File: src/rtl/sub_pkg.sv
// Shared FSM state type and default operand width for the serial subtractor.
package sub_pkg;
    localparam int SUB_DEF_WIDTH = 8;

    typedef enum logic [1:0] {
        IDLE = 2'd0,
        RUN  = 2'd1,
        DONE = 2'd2
    } sub_state_t;
endpackage

File: src/rtl/sub_comp_1bit.sv
// Gate-level 1-bit full subtractor: D = x ^ y ^ Bin, Bout = (~x & y) | (~(x ^ y) & Bin).
module sub_comp_1bit (
    input  logic x,
    input  logic y,
    input  logic Bin,
    output wire  D,
    output wire  Bout
);
    wire xy_x;
    wire x_n;
    wire xy_xn;
    wire t_a;
    wire t_b;

    xor g_xy   (xy_x, x, y);
    xor g_d    (D, xy_x, Bin);
    not g_xn   (x_n, x);
    not g_xyn  (xy_xn, xy_x);
    and g_ta   (t_a, x_n, y);
    and g_tb   (t_b, xy_xn, Bin);
    or  g_bout (Bout, t_a, t_b);
endmodule

File: src/rtl/sub_serial_8bit.sv
// Bit-serial D = x - y - Bin, LSB first; result and done appear WIDTH cycles after an accepted start.
// start is ignored while busy. Define SUB_SIGNED_OVF_EN to add the registered signed-overflow output ovf.
module sub_serial_8bit
    import sub_pkg::*;
#(
    parameter int WIDTH = SUB_DEF_WIDTH
) (
    input  logic             clk,
    input  logic             rst,
    input  logic             start,
    input  logic [WIDTH-1:0] x,
    input  logic [WIDTH-1:0] y,
    input  logic             Bin,
    output logic             busy,
    output logic             done,
    output logic [WIDTH-1:0] D,
    output logic             Bout
`ifdef SUB_SIGNED_OVF_EN
    ,
    output logic             ovf
`endif
);
    localparam int CW = (WIDTH > 1) ? $clog2(WIDTH) : 1;

    sub_state_t       state_q, state_d;
    logic [CW-1:0]    cnt_q;
    logic [WIDTH-1:0] x_q, y_q;
    logic [WIDTH-2:0] sh_q;
    logic             b_q;
    logic [WIDTH-1:0] d_q;
    logic             bout_q;
    logic             bit_d, bit_b;
    logic             accept, last;

    assign accept = start && (state_q != RUN);
    assign last   = (cnt_q == CW'(WIDTH - 1));

    sub_comp_1bit u_cell (
        .x    (x_q[0]),
        .y    (y_q[0]),
        .Bin  (b_q),
        .D    (bit_d),
        .Bout (bit_b)
    );

    always_ff @(posedge clk) begin
        if (rst) state_q <= IDLE;
        else     state_q <= state_d;
    end

    always_comb begin
        state_d = state_q;
        case (state_q)
            IDLE:    if (start) state_d = RUN;
            RUN:     if (last) state_d = DONE;
            DONE:    state_d = start ? RUN : IDLE;
            default: state_d = IDLE;
        endcase
    end

    always_comb begin
        busy = (state_q == RUN);
        done = (state_q == DONE);
    end

    // Partial difference bits stay in sh_q; D only changes on the last bit.
    always_ff @(posedge clk) begin
        if (rst) begin
            cnt_q  <= '0;
            x_q    <= '0;
            y_q    <= '0;
            sh_q   <= '0;
            b_q    <= 1'b0;
            d_q    <= '0;
            bout_q <= 1'b0;
        end else if (accept) begin
            cnt_q <= '0;
            x_q   <= x;
            y_q   <= y;
            b_q   <= Bin;
        end else if (state_q == RUN) begin
            cnt_q <= last ? '0 : cnt_q + 1'b1;
            x_q   <= {1'b0, x_q[WIDTH-1:1]};
            y_q   <= {1'b0, y_q[WIDTH-1:1]};
            b_q   <= bit_b;
            sh_q  <= {bit_d, sh_q[WIDTH-2:1]};
            if (last) begin
                d_q    <= {bit_d, sh_q};
                bout_q <= bit_b;
            end
        end
    end

    assign D    = d_q;
    assign Bout = bout_q;

`ifdef SUB_SIGNED_OVF_EN
    logic ovf_q;

    // On the last RUN cycle x_q[0]/y_q[0] hold the operand sign bits.
    always_ff @(posedge clk) begin
        if (rst) begin
            ovf_q <= 1'b0;
        end else if (!accept && (state_q == RUN) && last) begin
            ovf_q <= (x_q[0] != y_q[0]) && (bit_d != x_q[0]);
        end
    end

    assign ovf = ovf_q;
`endif
endmodule
File: config.mk
export PLATFORM = sky130hd
export DESIGN_NAME = sub_serial_8bit
export DESIGN_NICKNAME = d
export VERILOG_FILES = /design/src/rtl/sub_pkg.sv /design/src/rtl/sub_comp_1bit.sv /design/src/rtl/sub_serial_8bit.sv
export SDC_FILE = /design/constraint.sdc
export NUM_CORES = 1
export LEC_CHECK = 0
export ABC_AREA = 0
export BUFFER_PORTS_ARGS = -buffer_cell sky130_fd_sc_hd__buf_2
export CAP_MARGIN = 20
export CORE_AREA = 4 4 64 66
export DETAILED_ROUTE_END_ITERATION = 6
export DIE_AREA = 0 0 68 70
export GPL_TIMING_DRIVEN = 0
export PLACE_DENSITY = 0.7
export SLEW_MARGIN = 20
export SYNTH_ARGS = -nofsm -noshare
export SYNTH_HDL_FRONTEND = slang
export SYNTH_HIERARCHICAL = 1
export SYNTH_SLANG_ARGS = --single-unit
export TNS_END_PERCENT = 100
File: constraint.sdc
create_clock -name clk -period 1.37 [get_ports clk]
set_clock_uncertainty 0.1 [all_clocks]
set_input_delay 0.2055 -clock clk [delete_from_list [all_inputs] [get_ports clk]]
set_output_delay 0.2055 -clock clk [all_outputs]
set_load 0.005 [all_outputs]
==> results of run 1 <==
[worst max-delay path, cell delays in order (launching register included)]
cell and delay, ns:
dfxtp_2 0.36, nand2b_4 0.18, inv_12 0.04, buf_6 0.10
[cells in the mapped netlist]
cell	instances
nand2_1	49
a211oi_1	7
a21oi_1	25
o22a_1	1
clkbuf_1	3
nand2b_1	1
buf_8	1
nor4b_1	1
buf_1	1
buf_4	4
ha_1	2
nor2_1	18
inv_8	1
inv_1	3
a21oi_2	8
mux2i_1	2
buf_2	2
a211oi_2	8
and3b_1	1
buf_6	2
nor2b_1	1
nand3_1	2
nor3_1	2
dfxtp_1	38
fa_1	1
inv_2	1
nand3b_1	1
a31oi_1	1
[where the power goes]
group	leakage, nW	internal [mW]	switching (mW)	total (mW)
Sequential	0.313	1.16	0.0374	1.20
Combinational	0.506	0.165	0.178	0.343
Clock	0.0450	0.378	0.378	0.756
[how the worst max path moves through the flow]
stage	from	end	cells past startpoint
floorplan	cnt_q[0]	D[3]	6
global placement	cnt_q[0]	D[3]	5
detailed placement	cnt_q[0]	D[3]	5
CTS	state_q[1]	x_q[6]	7
global route	state_q[1]	busy	3
finish	state_q[1]	busy	3
[area by class of cell]
class                   instances  area share (%)
plain buffers                  10           3.448
clock inverters                 3           1.870
repair buffers                 46           15.02
inverters                       5           1.461
clock buffers                   5           1.753
multi-input cells             132           37.70
flip-flops and latches         38           35.94
well taps                      48           2.805
[state kept, by name, summed over array words and instances, names as in the netlist]
name	flops
D	8
x_q	8
y_q	8
sh_q	7
cnt_q	3
state_q	2
Bout	1
b_q	1
[what timing repair did]
action,CTS,global route
gates cloned,1,0
resized for setup,9,19
pin swaps,2,2
hold buffers,9,1
endpoints found under the setup margin,10,31
endpoints found under the hold margin,9,1
setup buffers,6,2
[per-stage QoR]
step,setup TNS [ns],util [%]
5_1_grt,-0.1101,59.83
4_1_cts,-0.1970,57.41
2_1_floorplan,0,-
3_3_place_gp,-1.001,50.77
6_report,0,59.83
3_5_place_dp,-0.9651,50.77
[per-layer routing]
metal / track usage (%) / up-vias
met4: 5.298 / 0
met5: 0 / -
li1: - / 734
met3: 5.788 / 5
met1: 19.86 / 658
met2: 26.45 / 33
[logic make-up after synthesis]
logic type | Yosys count
buffers and inverters | 18
AO/OA/AOI/OAI | 50
flip-flops | 38
adder cells (fa/ha/maj) | 3
multiplexers | 2
AND/OR/NAND/NOR | 76
==> results.env, run 1 <==
GROUTE.USAGE.OVERALL_PCT=16.38
FIRST_GLOBAL_VIAS=1391
GLOBAL_ROUTE_WIRE_LENGTH_BEFORE_REPAIR_UM=6016
SETUP_VIOL=0
CTS_BUFFER_DEPTH=2
MET3WIRELENGTH_UM=191
WORSTHOLDPATHCELLS=3
PLACEDCELLCOUNT=263
SYNTH-SEQ-CELLS=38
DETAILED_PLACE_HPWL_UM=2253
POSTPLACECELLAREA_MM2=0.001817
GRT_SETUP_UNREPAIRED='yes'
ROUTE.DETAILED.VIAS_PER_INST=4.983
SYNTHESIS.INSTANCES=187
DIE_HEIGHT_UM=70
WORST-R2R-SETUP-SLACK_NS=0.04
CRITICAL_PATH_ENDPOINT_CATEGORY='output pin'
POST_LAYOUT_NONFILLER_INSTANCES=287
TIMING_HOLD_VIOLATIONS_FINAL=0
CORE.ROWCOUNT=22
POWER_LEAKAGE_nW=0.8637
FINAL_COMMON_CELL='nand2_1'
CLOCK_LATENCY_NS=0.35
SYNTH_FP_NETS=210
POST_DRT_WL_PER_CELL_UM=12.30
POST_SYNTH.CELL_AREA_AVG_UM2=8.645
FIN_CRIT_SH_PCT=97.86
SYNTH_XOR_XNOR_AREA_SHARE_PCT=0
START_UTIL_PCT=45.17
POWER.IR.VDD_WORST_uV=569.9
HOLD_PATH.STARTPOINT='x[4]'
AREA_LEADER_NETLIST='dfxtp_1'
SYNTHDOMINANTCELLAREASHARE_PCT=47.06
FINALMAXSLEWVIOLATIONS=0
MAX_SLEW_MARGIN_PCT=53.62
FINAL_NET_COUNT=261
RR_ENDPOINT='D[1]'
LAYOUT_COMMON_CELLS='nand2_1, dfxtp_1, buf_2'
DRT-TOTAL-WL_UM=3530
FLOORPLAN_DIE_AREA_MM2=0.004760
FLOW.AREA_GROWTH_FROM_SYNTHESIS_PCT=32.43
PORT_BUFFERS=28
WL_MET1_UM=1612
FINAL_CRITICAL_PATH_SETUP_SLACK_NS=0.02932
DETAIL_ROUTE.ITER0.VIOLATIONS=62
WORSTPATHREQUIRED_NS=1.06
FIRSTDRTPASSITERS=4
WORSTSETUPPATHTYPE='register to output pin'
HOLD-PATH-ENDPOINT='x_q[4]'
POST-PLACE-WS_NS=-0.1197
CLOCK-ROOT-BUFFER='clkbuf_4'
POST_SYNTHESIS_SEQUENTIAL_AREA_RATIO_PCT=47.06
HOLD_PATH.CLASS='primary input to register'
DOMINANT_COMBINATIONAL_CELL_FAMILY_BY_AREA_AFTER_SYNTHESIS='compound AO/OA/AOI/OAI gates'
FILLERINSTANCES=351
SYNTH_COMPOUND_GATE_AREA_SHARE_PCT=22.45
AREA_OCCUPIED_BY_MULTI_INPUT_GATES_UM2=807.0
UNIQUE_MASTERS_POST_SYNTH=28
FINAL_ANTENNA_NET_COUNT=0
NUMBER_OF_ANTENNA_VIOLATIONS_AT_THE_FIRST_CHECK_IN_GLOBAL_ROUTING=0
YS_WARN_COUNT=6
CP_DATA_ARRIVAL_TIME_NS=1.04
WORST_HOLD_SLACK_NS=0.01783
CTS_MADE_BUFFERS=5
SYNTH.TOP_CELLS.BY_AREA='dfxtp_1, nand2_1, a21oi_1'
N_ANTENNA_CELL=0
DIE_WIDTH_UM=68
PATH_MAX_FANOUT=3
FINAL.MIN_CLOCK_PERIOD_NS=1.341
POSTLAYOUTCELLAREA_MM2=0.002141
CP-START-KIND='register'
OUTCOME='complete, no violations'
DRT_DRC_VIOLATIONS_LEFT=0
WORSTMARGINPINSLEW_NS=0.6956
PATH_CLK_SLEW_NS=0.11
CTSHTREEMAXLEVEL=2
FINAL_LAYOUT_SIZE_SUFFIX_GT1_SHARE_PCT=35.98
CTS_TREE='done'
PIN_COUNT=31
REG2REG_DEPTH=5
R2R_PATH_START='cnt_q[0]'
GLOBALROUTE.TOTALOVERFLOW=0
POWER_PER_CELL_AREA_mW_PER_MM2=1072
SYNTHSIMPLEGATEAREAFRAC_PCT=19.12
LARGEST_NET_DEGREE_AT_THE_START_OF_GLOBAL_ROUTING=13
FF_LATCH_AREA_UM2=769.5
TOTALPOWERFINAL_mW=2.296
NUMCLOCKSINKS=38
FMAXACHIEVABLE_MHz=745.9
VIAS=1430
TOPROUTINGLAYERUSED='met4'
AREA_SHARE_OF_FA_HA_MAJ_CELLS_AFTER_SYNTHESIS_PCT=2.786
CORE_AREA_MM2=0.003578
SYNTH.CELL_AREA_MM2=0.001617
GLOBALPLACE.CONGESTION=0.7028
SYNTH.AREA.MUX_SHARE_PCT=1.238
MET2_WIRELENGTH_UM=1677
DRV_CAP=0
No activity file was read; power rests on OpenSTA's default activity.
==> run 2: changes to the inputs <==
- BUFFER_PORTS_ARGS: -buffer_cell sky130_fd_sc_hd__buf_2 -> unset
- CORE_AREA: 4 4 64 66 -> 4 4 60 62
- DIE_AREA: 0 0 68 70 -> 0 0 64 66
- DONT_BUFFER_PORTS: unset -> 1
==> run 2 against run 1 <==
Net effect:
- die area fell by 11%
- combinational power rose by 4%
- clock power fell by 19%
- final area fell by 4.9%
- worst setup slack got worse by 0.0055 ns
- sequential share of layout area rose by 1.9 points
- sequential power barely moved
- utilization rose by 7.4 points
- non-clock buffer count fell by 21
- total power fell by 5.7%
- wire length rose by 5.2%
- critical endpoint is now Bout
- highest routed layer unchanged
==> results.env, run 2 (synthesized netlist as in run 1, its figures left out) <==
OUTCOME='complete, no violations'
CLOCK_LATENCY_NS=0.35
RR_ENDPOINT='Bout'
CTS_TREE='done'
WORST-R2R-SETUP-SLACK_NS=0.02
LARGEST_NET_DEGREE_AT_THE_START_OF_GLOBAL_ROUTING=12
FMAXACHIEVABLE_MHz=742.8
WORSTSETUPSTARTPOINT='cnt_q[0]'
FILLERINSTANCES=259
POSTPLACECELLAREA_MM2=0.001672
ROUTE.DETAILED.VIAS_PER_INST=5.282
FINAL.MIN_CLOCK_PERIOD_NS=1.346
WORST_SETUP_PATH_ENDPOINT='Bout'
HOLD_PATH.CLASS='primary input to register'
PORT_BUFFERS=0
FINAL_NET_COUNT=240
VIAS=1384
MAX_SLEW_MARGIN_PCT=56.27
FLOW.AREA_GROWTH_FROM_SYNTHESIS_PCT=26.01
GLOBALPLACE.CONGESTION=0.7614
WORSTPATHREQUIRED_NS=1.50
FLOORPLAN_DIE_AREA_MM2=0.004224
DRV_CAP=0
HOLD_PATH.STARTPOINT='start'
SETUP_VIOL=0
DRT-TOTAL-WL_UM=3713
FIRSTDRTPASSITERS=4
CORE.ROWCOUNT=20
GLOBALROUTE.TOTALOVERFLOW=0
FINAL_ANTENNA_NET_COUNT=0
FINALMAXSLEWVIOLATIONS=0
CTS_BUFFER_DEPTH=2
WORSTMARGINPINSLEW_NS=0.6560
FINAL_COMMON_CELL='nand2_1'
GROUTE.USAGE.OVERALL_PCT=18.88
LAYOUT_COMMON_CELLS='nand2_1, dfxtp_1, a21oi_1'
CRITICAL_PATH_ENDPOINT_CATEGORY='register'
GLOBAL_ROUTE_WIRE_LENGTH_BEFORE_REPAIR_UM=6106
WORSTHOLDPATHCELLS=3
DRT_DRC_VIOLATIONS_LEFT=0
CP_DATA_ARRIVAL_TIME_NS=1.48
PATH_MAX_FANOUT=5
R2R_PATH_START='cnt_q[0]'
DIE_WIDTH_UM=64
START_UTIL_PCT=53.39
NUMBER_OF_ANTENNA_VIOLATIONS_AT_THE_FIRST_CHECK_IN_GLOBAL_ROUTING=0
POWER.IR.VDD_WORST_uV=825.9
CLOCK-ROOT-BUFFER='clkbuf_4'
GRT_SETUP_UNREPAIRED='yes'
WORSTSETUPPATHTYPE='register to register'
FINAL_CORE_UTIL_PCT=67.27
POST_DRT_WL_PER_CELL_UM=14.17
POWER_LEAKAGE_nW=0.7641
DETAILED_PLACE_HPWL_UM=2184
DIE_HEIGHT_UM=66
N_ANTENNA_CELL=0
REG2REG_DEPTH=5
NUMCLOCKSINKS=38
PATH_CLK_SLEW_NS=0.11
TIMING_HOLD_VIOLATIONS_FINAL=0
POWER_PER_CELL_AREA_mW_PER_MM2=1063
FINAL_LAYOUT_SIZE_SUFFIX_GT1_SHARE_PCT=24.31
POSTLAYOUTCELLAREA_MM2=0.002037
CTSHTREEMAXLEVEL=2
PIN_COUNT=31
CP-START-KIND='register'
CORE_AREA_MM2=0.003028
FIRST_GLOBAL_VIAS=1323
CTS_MADE_BUFFERS=5
FIN_CRIT_SH_PCT=98.26
TOTALPOWERFINAL_mW=2.164
DETAIL_ROUTE.ITER0.VIOLATIONS=40
## run 2: changes by cell type in the layout (fill, tap and decap cells not counted), moves of 2 or more
cell and delta:
buf_2 -27, dlygate4sd3_1 +7, buf_6 -4, a21oi_1 +2, a21oi_2 -2, nand2_1 +2
nand2_2 -2
## run 2: cell type report
class,count,area [µm²],area share [%]
multi-input combinational,132,784.5,38.51
sequential,38,770.7,37.84
timing repair buffer,24,251.5,12.35
buffer,11,88.84,4.361
clock buffer,7,55.05,2.703
tap,44,55.05,2.703
inverter,5,26.28,1.290
clock inverter,1,5.005,0.2457
## run 2: where the power goes
group	switching, mW	internal (mW)
registers	0.0374	1.16
logic	0.180	0.176
clock network	0.362	0.249
total	0.580	1.58
## run 2: how the worst min path moves through the flow
stage,endpoint,slack [ns]
floorplan,y_q[0],0.25
global placement,y_q[2],0.25
detailed placement,y_q[6],0.26
CTS,y_q[2],0.06
global route,y_q[2],0.07
finish,y_q[2],0.07
## run 2: routing by layer
metal	up-vias	track usage, %	part of all wire [%]	wire [µm]
li1	689	-	-	-
met1	657	21.83	42	1544
met2	30	31.61	52	1927
met3	8	6.803	4.5	168
met4	0	7.547	1.9	72
met5	-	0	0	0
## run 2: timing repair
action,CTS,global route
endpoints found under the hold margin,17,0
endpoints found under the setup margin,11,28
gates cloned,2,0
resized for setup,9,11
pin swaps,2,2
hold buffers,17,0
setup buffers,5,1
## run 2: stage by stage
stage / setup TNS, ns / worst slack [ns] / instances / hold slack [ns]
final: 0 / 0.02380 / 262 / 0.06653
after global routing: -0.09058 / -0.01887 / 262 / 0.06632
after CTS: -0.03131 / -0.02732 / 262 / 0.06019
after detailed placement: -0.9508 / -0.1245 / 231 / 0.2561
after global placement: -0.5767 / -0.08156 / 231 / 0.2518
after floorplan: 0 / 0.005943 / 187 / 0.2465
## run 2: critical path: stages, from the launching register on
cell and delay, ns:
dfxtp_2 0.35, ha_2 0.19, ha_4 0.17, and3b_2 0.26, nand2_1 0.11, a21oi_2 0.05
==> run 3: changes to the inputs <==
- PLACE_DENSITY: 0.7 -> unset
- PLACE_DENSITY_LB_ADDON: unset -> 0.25
- SKIP_CTS_REPAIR_TIMING: unset -> 1
==> run 3 against run 2 <==
Net effect:
- the run now ends with negative setup slack left
- wire length up 1.8%
- utilization grew 3.4 points
- final area rose by 5.1%
- largest cell class unchanged
- critical path depth grew 1
- register-to-register slack got worse by 0.07 ns
- non-clock buffer count grew 6
==> results.env, run 3 (synthesized netlist as in run 1, its figures left out) <==
CRITICAL_PATH_ENDPOINT_CATEGORY='register'
FINALMAXSLEWVIOLATIONS=0
WORST-R2R-SETUP-SLACK_NS=-0.05
HOLD_PATH.STARTPOINT='rst'
WORST_PATH_MOST_REPEATED_CELL='ha_4'
POWER_FRAC_COMB_PCT=17.6
CELL_INT_POWER_mW=1.574
FINAL_COMMON_CELL='nand2_1'
ROUTE.DETAILED.VIAS_PER_INST=5.302
FIRST_GLOBAL_VIAS=1240
SWITCHING_PWR_uW=567.9
LARGEST_NET_DEGREE_AT_THE_START_OF_GLOBAL_ROUTING=11
CORE_AREA_MM2=0.003028
PATH_MAX_FANOUT=5
DETAILED_PLACE_HPWL_UM=2341
VIOLATED_CHECKS='negative setup slack'
VIAS=1405
FILLERINSTANCES=243
CRITICAL_PATH.CELL_CHAIN='ha_4, ha_4, and3b_2, buf_6, nand2_2, a21oi_2'
P_CLK_SHARE_PCT=26.4
PORT_BUFFERS=0
CRIT_BUF_INV=1
DRV_CAP=0
POWER_PER_CELL_AREA_mW_PER_MM2=1000
FMAXACHIEVABLE_MHz=705.1
PIN_COUNT=31
HOLD_PATH.CLASS='primary input to register'
FINAL.MIN_CLOCK_PERIOD_NS=1.418
FIRSTDRTPASSITERS=4
GLOBAL_ROUTE_WIRE_LENGTH_BEFORE_REPAIR_UM=5630
TIMING_HOLD_VIOLATIONS_FINAL=0
FINAL_CRITICAL_PATH_SETUP_SLACK_NS=-0.04817
MAX_SLEW_MARGIN_PCT=52.55
N_ANTENNA_CELL=0
GLOBALROUTE.TOTALOVERFLOW=0
WORSTSETUPSTARTPOINT='cnt_q[0]'
SLOWEST_CELL_ON_THE_CRITICAL_PATH='dfxtp_4'
SETUP_VIOL=10
WORSTPATHREQUIRED_NS=1.48
POWER.IR.VDD_WORST_uV=539.7
DIE_WIDTH_UM=64
GLOBALPLACE.CONGESTION=0.7419
DETAIL_ROUTE.ITER0.VIOLATIONS=55
POWER_LEAKAGE_nW=0.8151
CLOCK-ROOT-BUFFER='clkbuf_4'
CRITICAL-PATH-MAX-STAGE-DELAY_NS=0.38
CLOCK_LATENCY_NS=0.33
FINAL_NET_COUNT=245
FLOW.AREA_GROWTH_FROM_SYNTHESIS_PCT=32.43
GROUTE.USAGE.OVERALL_PCT=17.21
FLOORPLAN_DIE_AREA_MM2=0.004224
OUTCOME='finished, violations left'
WORSTMARGINPINSLEW_NS=0.7117
NUMBER_OF_ANTENNA_VIOLATIONS_AT_THE_FIRST_CHECK_IN_GLOBAL_ROUTING=0
CORE.ROWCOUNT=20
FINAL_LAYOUT_SIZE_SUFFIX_GT1_SHARE_PCT=33.94
FINAL.SETUP.TNS_NS=-0.4232
NUMCLOCKSINKS=38
POST-PLACE-WS_NS=-0.1445
CTS_MADE_BUFFERS=5
CTS_BUFFER_DEPTH=2
CTSHTREEMAXLEVEL=2
P_SEQ_SHARE_PCT=56.0
PATH_CLK_SLEW_NS=0.10
CP_DATA_ARRIVAL_TIME_NS=1.53
PATH_DELAY_FAMILY='flip-flops'
POST_DRT_WL_PER_CELL_UM=14.27
SWITCHING_SHARE_PCT=26.52
CTS_TREE='done'
DRT_DRC_VIOLATIONS_LEFT=0
FINAL_ANTENNA_NET_COUNT=0
DIE_HEIGHT_UM=66
CP-START-KIND='register'
FIN_CRIT_SH_PCT=103.5
R2R_PATH_START='cnt_q[0]'
DRT-TOTAL-WL_UM=3781
LAYOUT_COMMON_CELLS='nand2_1, dfxtp_1, nor2_1'
START_UTIL_PCT=53.39
WORSTSETUPPATHTYPE='register to register'
GRT_SETUP_UNREPAIRED='yes'
-- run 3: cell count changes in the layout (fill, tap and decap cells not counted), sizes merged --
cell,change
bufbuf,-1
buf,+6
and3b,-1
inv,-1
-- run 3: cell type report --
cell class              instances  area [µm²]  share of cell area (%)
well taps                      44       55.05                   2.572
plain buffers                  12       95.09                   4.442
repair buffers                 29       285.3                   13.33
clock buffers                   6       51.30                   2.396
multi-input cells             131       852.1                   39.80
flip-flops and latches         38       770.7                   36.00
inverters                       5       31.28                   1.461
-- run 3: layer usage --
layer / vias to the layer above / global-route usage (%) / wire (µm)
met5: - / 0 / 0
met4: 0 / 6.199 / 39
met3: 5 / 6.122 / 184
met2: 39 / 29.16 / 1967
met1: 664 / 19.94 / 1591
li1: 697 / - / -
-- run 3: power groups by stage --
stage | Sequential (mW) | Combinational, mW | Clock [mW]
floorplan | 1.21 | 0.224 | 0
global placement | 1.21 | 0.261 | 0
detailed placement | 1.22 | 0.272 | 0
CTS | 1.19 | 0.273 | 0.582
global route | 1.21 | 0.410 | 0.623
finish | 1.20 | 0.377 | 0.566
-- run 3: worst paths after layout --
kind | to | cells after the start
max | D[7] | 6
max reg2reg | D[7] | 6
min reg2reg | D[0] | 2
min | y_q[1] | 2
-- run 3: stage by stage --
step	cells	utilization, %	area [µm²]	total power [mW]	hold WS [ns]
after global placement	231	55.21	1672	1.476	0.2508
after CTS	237	56.90	1723	2.048	-0.1089
final	265	70.70	2141	2.142	0.08009
after floorplan	187	-	1617	1.434	0.2465
after detailed placement	231	55.21	1672	1.490	0.2592
after global routing	265	70.70	2141	2.240	0.08917
